**src/rtl/divider_ratio_controller.sv**
```systemverilog
// divider_ratio_controller: mod-N period counter that drives a near-50% duty
// divided enable (div_out) and a period-start tick, with a ratio handshake.
//
// Ports:
//   clock, reset      single clock; synchronous active-high reset
//   enable            run request; a running period always completes
//   cfg_valid/ready   ratio handshake; ready drops while a ratio is pending
//   cfg_n             requested ratio (legal 2 .. 2^N_WIDTH-1)
//   cfg_err           one-cycle pulse after an illegal ratio (0 or 1) transfer
//   div_out, tick     divided output and period-start pulse
//   pending           a legal ratio waits for the next period boundary
//   cur_n             ratio currently in effect
module divider_ratio_controller #(
    parameter int N_WIDTH   = 5,
    parameter int DEFAULT_N = 9
) (
    input  logic               clock,
    input  logic               reset,
    input  logic               enable,
    input  logic               cfg_valid,
    output logic               cfg_ready,
    input  logic [N_WIDTH-1:0] cfg_n,
    output logic               cfg_err,
    output logic               div_out,
    output logic               tick,
    output logic               pending,
    output logic [N_WIDTH-1:0] cur_n
);

    typedef enum logic {
        IDLE,
        RUN
    } state_t;

    localparam logic [N_WIDTH-1:0] DEF_N = N_WIDTH'(DEFAULT_N);
    localparam logic [N_WIDTH-1:0] ONE   = N_WIDTH'(1);

    state_t             state_q;
    state_t             state_d;
    logic [N_WIDTH-1:0] cnt_q;
    logic [N_WIDTH-1:0] cnt_d;
    logic [N_WIDTH-1:0] cur_n_q;
    logic [N_WIDTH-1:0] pend_n_q;
    logic               pending_q;
    logic               cfg_err_q;

    logic               xfer;
    logic               legal;
    logic               boundary;
    logic [N_WIDTH:0]   half;

    assign xfer     = cfg_valid && !pending_q;
    assign legal    = cfg_n > ONE;
    assign boundary = (state_q == RUN) && (cnt_q == cur_n_q - ONE);

    // One extra bit so (cur_n+1) does not wrap at the largest ratio.
    assign half = ({1'b0, cur_n_q} + (N_WIDTH + 1)'(1)) >> 1;

    always_comb begin
        state_d = state_q;
        cnt_d   = cnt_q;
        unique case (state_q)
            IDLE: begin
                cnt_d = '0;
                if (enable) begin
                    state_d = RUN;
                end
            end
            RUN: begin
                if (boundary) begin
                    cnt_d = '0;
                    if (!enable) begin
                        state_d = IDLE;
                    end
                end else begin
                    cnt_d = cnt_q + ONE;
                end
            end
            default: begin
                state_d = IDLE;
                cnt_d   = '0;
            end
        endcase
    end

    always_ff @(posedge clock) begin
        if (reset) begin
            state_q <= IDLE;
            cnt_q   <= '0;
        end else begin
            state_q <= state_d;
            cnt_q   <= cnt_d;
        end
    end

    // A transfer needs !pending, so it never collides with applying a
    // pending ratio; a transfer on a boundary waits one more period.
    always_ff @(posedge clock) begin
        if (reset) begin
            cur_n_q   <= DEF_N;
            pend_n_q  <= DEF_N;
            pending_q <= 1'b0;
            cfg_err_q <= 1'b0;
        end else begin
            cfg_err_q <= xfer && !legal;
            if (boundary && pending_q) begin
                cur_n_q   <= pend_n_q;
                pending_q <= 1'b0;
            end
            if (xfer && legal) begin
                if (state_q == RUN) begin
                    pend_n_q  <= cfg_n;
                    pending_q <= 1'b1;
                end else begin
                    cur_n_q <= cfg_n;
                end
            end
        end
    end

    assign cfg_ready = !pending_q;
    assign cfg_err   = cfg_err_q;
    assign pending   = pending_q;
    assign cur_n     = cur_n_q;
    assign div_out   = (state_q == RUN) && ({1'b0, cnt_q} < half);
    assign tick      = (state_q == RUN) && (cnt_q == '0);

endmodule
```
**config.mk**
```make
export PLATFORM = sky130hd
export DESIGN_NAME = divider_ratio_controller
export DESIGN_NICKNAME = d
export VERILOG_FILES = /design/src/rtl/divider_ratio_controller.sv
export SDC_FILE = /design/constraint.sdc
export NUM_CORES = 1
export LEC_CHECK = 0
export CORE_MARGIN = 4
export CORE_UTILIZATION = 30
export CTS_BUF_LIST = sky130_fd_sc_hd__clkbuf_8
export DETAILED_ROUTE_END_ITERATION = 8
export GPL_TIMING_DRIVEN = 0
export PLACE_DENSITY = 0.6
export SKIP_LAST_GASP = 1
export SYNTH_ARGS = -nofsm -noshare
export SYNTH_HDL_FRONTEND = slang
export SYNTH_SLANG_ARGS = --single-unit
```
**constraint.sdc**
```tcl
create_clock -name clock -period 1.7 [get_ports clock]
set_input_delay 0.255 -clock clock [delete_from_list [all_inputs] [get_ports clock]]
set_output_delay 0.255 -clock clock [all_outputs]
set_load 0.1 [all_outputs]
```
==> results.sh <==
export IMPL_numPortBuffers=18
export IMPL_p_total_mw=1.19
export IMPL_p_leak_nw=0.664
export IMPL_hold_path_class="register to register"
export IMPL_root_buffer="clkbuf_8"
export IMPL_drc=0
export IMPL_drt_vias_per_instance=4.59
export IMPL_first_iter_violations=32
export IMPL_path_class="register to output pin"
export IMPL_syn_to_final_growth_pct=44.5
export IMPL_min_period_ps=2430
export IMPL_grt_pass1_wl_um=4030
export IMPL_htreeDepth=1
export IMPL_fmax_mhz=411
export IMPL_coreArea_um2=3340
export IMPL_status="complete, but fails checks"
export IMPL_die_y_um=66.6
export IMPL_ir_drop_v=0.000294
export IMPL_critical_path_required_ps=1440
export IMPL_crit_path_end_kind="output pin"
export IMPL_setup_slack_ps=-733
export IMPL_io_pins=19
export IMPL_synth_area_um2=1030
export IMPL_final_seq_area_um2=383
export IMPL_synth_seq_area_share_pct=35.0
export IMPL_failed_checks="setup timing"
export IMPL_drt_first_pass_iters=4
export IMPL_syn_inst=111
export IMPL_skew_ps=4.91
export IMPL_grt_overflow=0
export IMPL_maxCapViolCount=0
export IMPL_ys_warn_count=0
export IMPL_drive_above_1_share_pct=33.6
export IMPL_antennaDiodeCount=0
export IMPL_synth_fp_nets=128
export IMPL_ant_nets=0
export IMPL_multi_input_area_um2=704
export IMPL_period_share_pct=143
export IMPL_place_gp_congestion=0.807
export IMPL_tightest_slew_ps=947
export IMPL_cts_buffers=3
export IMPL_start_util_pct=30.9
export IMPL_antenna_found_initial=0
export IMPL_ys_seq_elements=18
export IMPL_tritoncts="yes"
export IMPL_finalSetupViolations=6
export IMPL_die_w_um=66.6
export IMPL_vias=853
export IMPL_nNetsFinal=158
export IMPL_slew_headroom_pct=37.1
export IMPL_async_flop_share_pct=0
export IMPL_routedWlPerCell_um=12.7
export IMPL_ys_types=34
export IMPL_rows=21
export IMPL_hpwl_um=1810
export IMPL_clk_pin_slew_ps=70
export IMPL_dp_cells=175
export IMPL_nFillCells=344
export IMPL_grt_max_degree=11
export IMPL_p_per_area_nw_per_um2=799
export IMPL_grt_usage_pct=12.0
export IMPL_die_area_um2=4440
export IMPL_stdcell_count=186
export IMPL_timing_final_hold_violations=0
export IMPL_cts_num_sinks=18
export IMPL_synth_top_flop_cell="dfxtp_1"
export IMPL_final_common_cell="nor2_1"
export IMPL_clockBufferDepth=2
export IMPL_cp_arrival_ps=2180
export IMPL_grt_pass1_vias=886
export IMPL_clk_latency_ps=250
export IMPL_drt_wl_total_um=2360
export IMPL_slew_violations=0
export IMPL_rsz0062_at_grt="yes"
export IMPL_critPathMaxFanout=7
export IMPL_syn_mean_instance_area_um2=9.29
export IMPL_final_cell_mix="nor2_1, dfxtp_1, mux2i_1, clkdlybuf4s50_1"
export IMPL_synth_edf_count=0
export IMPL_startpoint_type="register"
[registers in the layout, indices dropped and copies added, names as in the netlist]
register	count
pending	1
cur_n	5
state_q	1
cfg_err	1
cnt_q	5
pend_n_q	5
[cells by family (layout without fill, tap and decap cells)]
kind of cell | count (synthesis) | count (layout) | share of synthesized area [%]
AND/OR/NAND/NOR | 36 | 36 | 21.7
flip-flops | 18 | 18 | 35.0
AO/OA/AOI/OAI | 14 | 14 | 8.98
XOR/XNOR | 14 | 14 | 11.9
buffers and inverters | 13 | 42 | 4.97
adder cells (fa/ha/maj) | 8 | 8 | 9.71
multiplexers | 8 | 8 | 7.77
[where the power goes]
part	switching, mW	total, mW	internal [mW]	leakage (nW)
registers	0.0297	0.477	0.447	0.150
logic	0.265	0.418	0.153	0.490
clock network	0.137	0.297	0.160	0.0231
total	0.431	1.19	0.760	0.664
[Yosys cell counts, drive strengths merged, types with 3 or more instances]
cell	count	area share, %
nor2	13	5.0
nand2	3	1.1
ha	8	9.7
inv	10	3.6
nand3	5	2.9
mux2i	8	7.8
a21o	3	2.2
xnor2	8	6.8
xor2	6	5.1
nand4	3	3.9
o21ai	5	2.4
dfxtp	18	35
[worst paths after layout]
check | from | cells past startpoint | end | slack (ps)
min | pending$_SDFF_PP0_ | 1 | cfg_err$_SDFF_PP0_ | 470
max reg2reg | cur_n[0]$_SDFF_PP1_ | 8 | cur_n[3]$_SDFF_PP1_ | -200
min reg2reg | pending$_SDFF_PP0_ | 1 | cfg_err$_SDFF_PP0_ | 470
max | cur_n[2]$_SDFF_PP0_ | 8 | div_out | -730
[critical path, cell delays in order (launching register included)]
cell      delay [ps]
dfxtp_4          340
buf_6            130
and3_1           200
xnor2_1          190
ha_1             260
a21o_1           160
a21o_1           180
a211oi_4         250
buf_12           210
[cell type report]
class                      count  share of cell area (%)
multi-input combinational     80                    47.3
sequential                    18                    25.7
timing repair buffer          25                    16.0
tap                           46                    3.86
clock buffer                   3                    2.77
inverter                      10                    2.77
buffer                         3                    1.34
clock inverter                 1                   0.252
[through the flow]
stage | hold slack (ps) | worst slack [ps] | TNS [ps] | util (%) | cell area [um^2]
2_1_floorplan | 369 | -1000 | -3220 | - | 1110
3_3_place_gp | 447 | -1330 | -4310 | 40.4 | 1350
3_5_place_dp | 455 | -1370 | -4360 | 40.4 | 1350
4_1_cts | 469 | -748 | -1070 | 43.0 | 1430
5_1_grt | 487 | -800 | -2640 | 44.7 | 1490
6_report | 465 | -733 | -1600 | 44.7 | 1490
[per-layer routing]
| metal | part of all wire (%) | vias up | wire (um) | track usage [%] |
|---|---|---|---|---|
| li1 | - | 437 | - | - |
| met4 | 0.68 | 0 | 16 | 5.33 |
| met1 | 48 | 404 | 1130 | 15.1 |
| met5 | 0 | - | 0 | 0 |
| met3 | 1.9 | 2 | 45 | 1.69 |
| met2 | 50 | 10 | 1170 | 20.2 |
[what timing repair did]
item	4_1_cts	5_1_grt
cloned	0	0
endpoints found under the hold margin	0	0
pin swaps	2	6
setup buffers	4	3
hold buffers	0	0
resized for setup	33	12
endpoints found under the setup margin	16	18
Power figures use the tool's default switching activity.
